==> config.mk <==
export PLATFORM = sky130hd
export DESIGN_NAME = game_speed_ctrl_flat
export DESIGN_NICKNAME = d
export VERILOG_FILES = /design/src/rtl/game_pkg.sv /design/src/rtl/game_speed_ctrl_if.sv /design/src/rtl/game_speed_ctrl_rate_counter.sv /design/src/rtl/game_speed_ctrl.sv /design/src/flat_wrapper.sv
export SDC_FILE = /design/constraint.sdc
export NUM_CORES = 1
export LEC_CHECK = 0
export CORE_ASPECT_RATIO = 1.5
export CORE_MARGIN = 2
export CORE_UTILIZATION = 45
export CTS_CLUSTER_DIAMETER = 30
export DETAILED_ROUTE_END_ITERATION = 10
export PLACE_DENSITY_LB_ADDON = 0.2
export SYNTH_ARGS = -nofsm -noshare
export SYNTH_HDL_FRONTEND = slang
export SYNTH_SLANG_ARGS = --single-unit
==> constraint.sdc <==
create_clock -name clk -period 5.8 [get_ports clk]
set_input_delay 1.16 -clock clk [delete_from_list [all_inputs] [get_ports clk]]
set_output_delay 1.16 -clock clk [all_outputs]
set_load 0.02 [all_outputs]
==> src/rtl/game_pkg.sv <==
// Shared types for the game speed controller: FSM encoding, speed level type
// and the saturating level step.
package game_pkg;

  typedef enum logic [1:0] {
    IDLE  = 2'b00,
    RUN   = 2'b01,
    PAUSE = 2'b10,
    OVER  = 2'b11
  } game_state_t;

  localparam int MAX_LEVEL = 3;

  typedef logic [1:0] level_t;

  // Speed level never goes past MAX_LEVEL; the fastest rate is sticky.
  function automatic level_t next_level(input level_t lvl);
    return (lvl == level_t'(MAX_LEVEL)) ? lvl : lvl + level_t'(1);
  endfunction

endpackage

==> src/rtl/game_speed_ctrl_if.sv <==
// Control/status bundle between the game logic and the speed controller.
interface game_speed_ctrl_if;
  import game_pkg::*;

  logic        start;
  logic        pause;
  logic        game_over;
  logic        tick;
  level_t      clk_rate;
  game_state_t state;
  logic        running;

  modport master (
    output start, pause, game_over,
    input  tick, clk_rate, state, running
  );

  modport slave (
    input  start, pause, game_over,
    output tick, clk_rate, state, running
  );

endinterface

==> src/rtl/game_speed_ctrl_rate_counter.sv <==
// Terminal-count period counter with a run-time terminal value and a
// registered one-cycle wrap pulse.
module rate_counter #(
  parameter int WIDTH = 3
) (
  input  logic             clk,
  input  logic             rst,
  input  logic             en,
  input  logic             clr,
  input  logic [WIDTH-1:0] terminal,
  output logic             wrap
);

  logic [WIDTH-1:0] count;

  // >= rather than == so a terminal that shrinks under the count still wraps.
  always_ff @(posedge clk) begin
    if (rst) begin
      count <= '0;
      wrap  <= 1'b0;
    end else if (clr) begin
      count <= '0;
      wrap  <= 1'b0;
    end else if (en) begin
      if (count >= terminal) begin
        count <= '0;
        wrap  <= 1'b1;
      end else begin
        count <= count + WIDTH'(1);
        wrap  <= 1'b0;
      end
    end else begin
      wrap <= 1'b0;
    end
  end

endmodule

==> src/rtl/game_speed_ctrl.sv <==
// Game speed controller: run/pause/over FSM, tick generation and a speed level
// that rises every TICKS_PER_LEVEL ticks up to level 3.
module game_speed_ctrl #(
  parameter int DIV0            = 50_000_000,
  parameter int DIV1            = 25_000_000,
  parameter int DIV2            = 12_500_000,
  parameter int DIV3            = 6_250_000,
  parameter int TICKS_PER_LEVEL = 16
) (
  input  logic             clk,
  input  logic             rst,
  game_speed_ctrl_if.slave bus
);
  import game_pkg::*;

  localparam int CNT_W = $clog2(DIV0);

  game_state_t      state_q, state_d;
  level_t           clk_rate_q;
  logic [7:0]       level_ticks_q;
  logic             tick_q;
  logic             cnt_en;
  logic             cnt_clr;
  logic             wrap;
  logic [CNT_W-1:0] terminal;

  always_ff @(posedge clk) begin
    if (rst) state_q <= IDLE;
    else     state_q <= state_d;
  end

  // game_over beats pause, and either one freezes the period counter.
  always_comb begin
    state_d = state_q;
    cnt_en  = 1'b0;
    cnt_clr = 1'b0;
    case (state_q)
      IDLE: begin
        if (bus.start) begin
          state_d = RUN;
          cnt_clr = 1'b1;
        end
      end
      RUN: begin
        if (bus.game_over)  state_d = OVER;
        else if (bus.pause) state_d = PAUSE;
        else                cnt_en  = 1'b1;
      end
      PAUSE: begin
        if (bus.game_over)  state_d = OVER;
        else if (bus.pause) state_d = RUN;
      end
      OVER: begin
        if (bus.start) begin
          state_d = RUN;
          cnt_clr = 1'b1;
        end
      end
      default: state_d = IDLE;
    endcase
  end

  always_comb begin
    terminal = CNT_W'(DIV0 - 1);
    case (clk_rate_q)
      2'd1:    terminal = CNT_W'(DIV1 - 1);
      2'd2:    terminal = CNT_W'(DIV2 - 1);
      2'd3:    terminal = CNT_W'(DIV3 - 1);
      default: terminal = CNT_W'(DIV0 - 1);
    endcase
  end

  rate_counter #(
    .WIDTH(CNT_W)
  ) u_rate_counter (
    .clk     (clk),
    .rst     (rst),
    .en      (cnt_en),
    .clr     (cnt_clr),
    .terminal(terminal),
    .wrap    (wrap)
  );

  // The level steps on the same edge that registers the tick it belongs to.
  always_ff @(posedge clk) begin
    if (rst) begin
      tick_q        <= 1'b0;
      clk_rate_q    <= '0;
      level_ticks_q <= '0;
    end else begin
      tick_q <= wrap;
      if (cnt_clr) begin
        clk_rate_q    <= '0;
        level_ticks_q <= '0;
      end else if (wrap) begin
        if (level_ticks_q == 8'(TICKS_PER_LEVEL - 1)) begin
          level_ticks_q <= '0;
          clk_rate_q    <= next_level(clk_rate_q);
        end else begin
          level_ticks_q <= level_ticks_q + 8'd1;
        end
      end
    end
  end

  assign bus.tick     = tick_q;
  assign bus.clk_rate = clk_rate_q;
  assign bus.state    = state_q;
  assign bus.running  = (state_q == RUN);

endmodule

==> src/flat_wrapper.sv <==
// flat-port wrapper written by rule: the top's interface ports become plain ports
module game_speed_ctrl_flat import game_pkg::*;
#(
  parameter int DIV0            = 50_000_000,
  parameter int DIV1            = 25_000_000,
  parameter int DIV2            = 12_500_000,
  parameter int DIV3            = 6_250_000,
  parameter int TICKS_PER_LEVEL = 16
)
  (clk, rst, bus_start, bus_pause, bus_game_over, bus_tick, bus_clk_rate, bus_state, bus_running);
  game_speed_ctrl_if bus_i ();
  input  logic clk;
  input  logic rst;
  input wire logic [$bits(bus_i.start)-1:0] bus_start;
  input wire logic [$bits(bus_i.pause)-1:0] bus_pause;
  input wire logic [$bits(bus_i.game_over)-1:0] bus_game_over;
  output wire logic [$bits(bus_i.tick)-1:0] bus_tick;
  output wire logic [$bits(bus_i.clk_rate)-1:0] bus_clk_rate;
  output wire logic [$bits(bus_i.state)-1:0] bus_state;
  output wire logic [$bits(bus_i.running)-1:0] bus_running;
  assign bus_i.start = bus_start;
  assign bus_i.pause = bus_pause;
  assign bus_i.game_over = bus_game_over;
  assign bus_tick = bus_i.tick;
  assign bus_clk_rate = bus_i.clk_rate;
  assign bus_state = bus_i.state;
  assign bus_running = bus_i.running;
  game_speed_ctrl #(.DIV0(DIV0), .DIV1(DIV1), .DIV2(DIV2), .DIV3(DIV3), .TICKS_PER_LEVEL(TICKS_PER_LEVEL)) u_core (.clk(clk), .rst(rst), .bus(bus_i));
endmodule
# After elaboration in Yosys (flattened, before gate mapping)
# Cells that the tools add are included.
dict set report word_totals {
  reg_bits 40
}
dict set report op_classes {
  order_cmp 1
  n_eq_ne 10
  bitwise_logic 2
  n_addsub 3
  reduce_logical 6
  mux 15
}
# cell n
set op_table {}
lappend op_table {{one-hot mux 26 bit (3 select lines)} 1}
lappend op_table {{adder 26 x 1 -> 26 bit (second input constant)} 1}
lappend op_table {{greater-or-equal comparator 26 bit} 1}
lappend op_table {{2-to-1 mux 26 bit} 1}
lappend op_table {{2-to-1 mux 2 bit} 5}
lappend op_table {{adder 8 x 1 -> 8 bit (second input constant)} 1}
lappend op_table {{equality test 2 bit (second input constant)} 4}
lappend op_table {{equality test 8 x 4 -> 1 bit (second input constant)} 1}
lappend op_table {{2-to-1 mux 8 bit} 1}
lappend op_table {{2-to-1 mux 1 bit} 6}
lappend op_table {{!= test 3 bit (second input constant)} 2}
lappend op_table {{one-hot mux 2 bit (3 select lines)} 1}
lappend op_table {{AND reduction 3 bit} 2}
lappend op_table {{equality test 2 x 1 -> 1 bit (second input constant)} 2}
lappend op_table {{OR reduction 2 bit} 2}
lappend op_table {{OR reduction 3 bit} 1}
lappend op_table {{adder 2 x 1 -> 2 bit (second input constant)} 1}
lappend op_table {{logical NOT 2 bit} 1}
lappend op_table {{!= test 2 x 1 -> 1 bit (second input constant)} 1}
lappend op_table {{NOT 1 bit} 2}

# Depth between registers and ports, before layout
dict set report depth {
  word_depth 5
  ltp_mapped 12
  mapped_depth_nobuf 10
}

# Hierarchy
# From an unflattened synthesis, not the netlist that was laid out.
dict set report unflattened {
  hier_cells 325
  hier_area_um2 2708.8
}
# module n_inst cells_each seq_area_each_um2 area_each_um2
set by_module_without_submodules {}
lappend by_module_without_submodules {rate_counter 1 239 540.5 1931.9}
lappend by_module_without_submodules {game_speed_ctrl 1 86 260.2 777.0}

# Worst setup path after synthesis
# OpenSTA, ideal clock, no wires.
dict set report synth_path {
  kind {reg-to-reg}
  startpoint {register u_core.clk_rate_q[0], in the netlist u_core.bus.clk_rate[0]}
  endpoint {register u_core.u_rate_counter.wrap}
  arrival_time_ns 2.482
  path_stages_with_launch 12
  path_slack_ns 3.203
  synth_period_minus_slack_ns 2.597
  cell_sequence {dfxtp_1 -> inv_1 -> ha_1 -> inv_1 -> ha_1 -> and4bb_2 -> a221oi_2 -> a21oi_1 -> o41a_1 -> buf_6 -> buf_6 -> o21a_1}
}
dict set report synth_between {
  elab_chain_cells 4
  elab_cells_between_ends 6
  classes_between {order compare: 1; eq/ne: 3; mux: 2}
}
# item line_no
set synth_lines {}
lappend synth_lines {{start: declaration} game_speed_ctrl.sv:19} ;# level_t clk_rate_q;
lappend synth_lines {{start signal: assignment} game_speed_ctrl.sv:98} ;# clk_rate_q <= next_level(clk_rate_q);
lappend synth_lines {{equality test 2 bit or equality test 2 x 1 -> 1 bit (tied branches)} game_speed_ctrl.sv:65} ;# case (clk_rate_q)
lappend synth_lines {{one-hot mux 26 bit (3 select lines) (*)} game_speed_ctrl.sv:65}
lappend synth_lines {{greater-or-equal comparator 26 bit (*)} game_speed_ctrl_rate_counter.sv:25} ;# if (count >= terminal) begin
lappend synth_lines {{2-to-1 mux 1 bit (*)} game_speed_ctrl_rate_counter.sv:25}
lappend synth_lines {{end signal: assignment} game_speed_ctrl_rate_counter.sv:23} ;# wrap <= 1'b0;
lappend synth_lines {{end signal: assignment} game_speed_ctrl_rate_counter.sv:27} ;# wrap <= 1'b1;
lappend synth_lines {{end signal: assignment} game_speed_ctrl_rate_counter.sv:30} ;# wrap <= 1'b0;
lappend synth_lines {{end: declaration} game_speed_ctrl_rate_counter.sv:11} ;# output logic wrap
# Mark *: on every way between the ends. The rest lies on a longest branch, timed or not.
# A chain may end at the register's enable or synchronous reset.

# Final worst setup path
dict set report layout_path {
  startpoint {register u_core.clk_rate_q[0], in the netlist u_core.bus.clk_rate[0]}
  endpoint {register u_core.u_rate_counter.count[15]}
}
dict set report layout_between {
  elab_chain_cells 4
  elab_cells_between_ends 6
  classes_between {order compare: 1; eq/ne: 3; mux: 2}
}
# item line_no
set layout_lines {}
lappend layout_lines {{equality test 2 bit or equality test 2 x 1 -> 1 bit (tied branches)} game_speed_ctrl.sv:65}
lappend layout_lines {{one-hot mux 26 bit (3 select lines) (*)} game_speed_ctrl.sv:65}
lappend layout_lines {{greater-or-equal comparator 26 bit (*)} game_speed_ctrl_rate_counter.sv:25}
lappend layout_lines {{2-to-1 mux 26 bit (*)} game_speed_ctrl_rate_counter.sv:25}
lappend layout_lines {{end signal: assignment} game_speed_ctrl_rate_counter.sv:29} ;# count <= count + WIDTH'(1);
lappend layout_lines {{end: declaration} game_speed_ctrl_rate_counter.sv:14} ;# logic [WIDTH-1:0] count;
# Marked as above.

==> reports/metrics.yaml <==
timing:
  grt_setup_unrepaired: "no"
  worst_slack_ns: 2.59
  hold_viol: 0
  post-route-period-util: 0.553
  finalSetupViolCount: 0
  maxSlewHeadroom: 0.420
  finalCriticalPeriod_ns: 3.21
  tightestPinTransition_ns: 0.870
  tns_ns: 0
  fmax_mhz: 312
  clock_skew_ns: 0.00749
  slew_violations: 0
drt:
  routed.top_layer: "met4"
  drc: 0
  ant_nets: 0
  wl_met2_um: 2540
  wl_met3_um: 172
  drt-initial-drc-count: 137
  drtPass1Iterations: 4
  met1_length_um: 2120
  vias: 1885
  via_per_inst: 5.51
  routed_wl_um: 4930
  wl_per_cell_um: 14.4
place:
  io_buffers: 10
  hpwl_um: 3690
  place_area_mm2: 0.00253
  gp_congestion: 0.754
  place_ws_ns: 2.37
critical_path:
  crit_start: "u_core.bus.clk_rate[0]"
  path_max_fanout: 14
  r2r_setup_slack_ns: 2.59
  worstPathRequired_ns: 5.95
  r2r_start: "u_core.bus.clk_rate[0]"
  r2r_cells: 11
  r2r_end: "u_core.u_rate_counter.count[15]"
  worst_ep_arrival_time_ns: 3.35
  crit_end: "u_core.u_rate_counter.count[15]"
  end_kind: "register"
  path_class: "register to register"
  start_kind: "register"
synthesis:
  yosysTopAreaCell: "dfxtp_1"
  yosysMostFrequentCell: "dfxtp_1"
  async_flop_share: 0
  synth.cell_area_mm2: 0.00239
  ys.flop_type: "dfxtp_1"
  synth_nets: 294
  synth_area_leaders: "dfxtp_1 34%, ha_1 14%, xnor2_1 9.2%"
  yosys_warnings: 0
  syn_inst: 263
  synth_seq_cells: 40
  synth_top_area_share: 0.336
  synthDistinctLibCells: 37
  synth_edf_count: 0
  synth_common_cells: "40 x dfxtp_1, 26 x ha_1, 25 x xnor2_1"
  syn_avg_cell_area_um2: 9.07
  ys_seq_area_frac: 0.336
global_route:
  first_global_vias: 1888
  grt_max_degree: 21
  grt_usage: 0.187
  overflow: 0
  grt_pass1_wl_um: 8720
  antenna_found_initial: 0
job:
  drv_cap: 0
clock_network:
  cts_tree: "yes"
  htreeDepth: 2
  clk_path_buf_depth: 2
  cts_hold_buf: 0
  cts_sinks: 40
  cts_made_buffers: 5
  path_clk_slew_ns: 0.08
  root_buffer: "clkbuf_8"
  cts_resized: 0
  clock_latency_ns: 0.30
  post_cts_buffers: 0
floorplan:
  initial_core_util: 0.466
  io_pins: 11
  core_area_mm2: 0.00512
  rows: 32
  die_w_um: 63.5
  die_h_um: 93.2
  die_area_mm2: 0.00591
finish:
  drive_gt1_frac: 0.0730
  final_util: 0.510
  n_antenna_cell: 0
  nets: 305
  syn2layout_area_growth_pct: 9.65
  design_area_mm2: 0.00262
power:
  p_leak_nw: 0.925
  power_density_mw_per_mm2: 218
  peakVddDrop_mv: 0.193
  p_total_mw: 0.572
min_path:
  hp-class: "register to register"
outcome:
  status: "finished, final reports clean"
[cell usage in the layout (no fill, tap or decap), types with 5 or more instances in the layout]
cell type,count
xnor2_1,25
nor2_1,23
nor4_1,12
inv_1,9
nand4_1,9
nor4_2,6
clkbuf_8,5
clkdlybuf4s50_1,10
ha_1,26
nand3_1,13
xor2_1,8
nand2_1,16
nor3_1,23
dfxtp_1,40
[per-stage QoR]
stage | cells | hold slack [ns]
final | 342 | 0.521
after CTS | 342 | 0.530
after global routing | 342 | 0.581
after global placement | 335 | 0.507
after detailed placement | 335 | 0.507
after floorplan | 263 | 0.485
[cells by family (layout without fill, tap and decap cells)]
| logic type | Yosys count | count (layout) | synth area share |
|---|---|---|---|
| AOI/OAI and AO/OA | 22 | 22 | 0.0682 |
| xor gates and xnor gates | 33 | 33 | 0.121 |
| adders and majority gates | 26 | 26 | 0.136 |
| buffers and inverters | 18 | 29 | 0.0388 |
| DFF | 40 | 40 | 0.336 |
| muxes | 2 | 2 | 0.00839 |
| and+or+nand+nor | 122 | 122 | 0.292 |
[routing by layer]
layer	track usage	vias to the layer above
li1	-	974
met1	0.215	882
met2	0.336	20
met3	0.0409	9
met4	0.0670	0
met5	0	-
[critical path: stages, from the launching register on]
cell	delay, ns
dfxtp_1	0.43
inv_1	0.09
ha_1	0.28
inv_1	0.17
o21ai_0	0.12
ha_1	0.31
nand3_1	0.10
or3_1	0.38
a21oi_1	0.18
o41a_1	0.56
buf_4	0.35
nor4_2	0.07
[sequential cells by signal, summed over array words and instances (netlist names)]
signal / count
u_core.bus.clk_rate: 2
u_core.bus.state: 2
u_core.bus.tick: 1
u_core.level_ticks_q: 8
u_core.u_rate_counter.count: 26
u_core.u_rate_counter.wrap: 1
[power by group]
group / internal [mW] / switching, mW
logic: 0.0404 / 0.0674
clock network: 0.0814 / 0.0961
registers: 0.281 / 0.00533
total: 0.403 / 0.169
[worst min path at each step]
stage | cells past startpoint | start | slack (ns) | to
final | 2 | u_core.level_ticks_q[7] | 0.52 | u_core.level_ticks_q[7]
after global routing | 2 | u_core.bus.state[1] | 0.58 | u_core.bus.state[1]
after CTS | 2 | u_core.level_ticks_q[7] | 0.53 | u_core.level_ticks_q[7]
after detailed placement | 2 | u_core.level_ticks_q[7] | 0.51 | u_core.level_ticks_q[7]
after global placement | 2 | u_core.level_ticks_q[7] | 0.51 | u_core.level_ticks_q[7]
after floorplan | 2 | u_core.level_ticks_q[7] | 0.48 | u_core.level_ticks_q[7]
[cell type report]
class                      instances  area, um^2
fill                             519        2510
multi-input combinational        205        1490
sequential                        40         801
timing repair buffer              13         123
tap                               68        85.1
clock buffer                       5        68.8
inverter                           9        33.8
clock inverter                     2        12.5
Power figures use the tool's default switching activity.
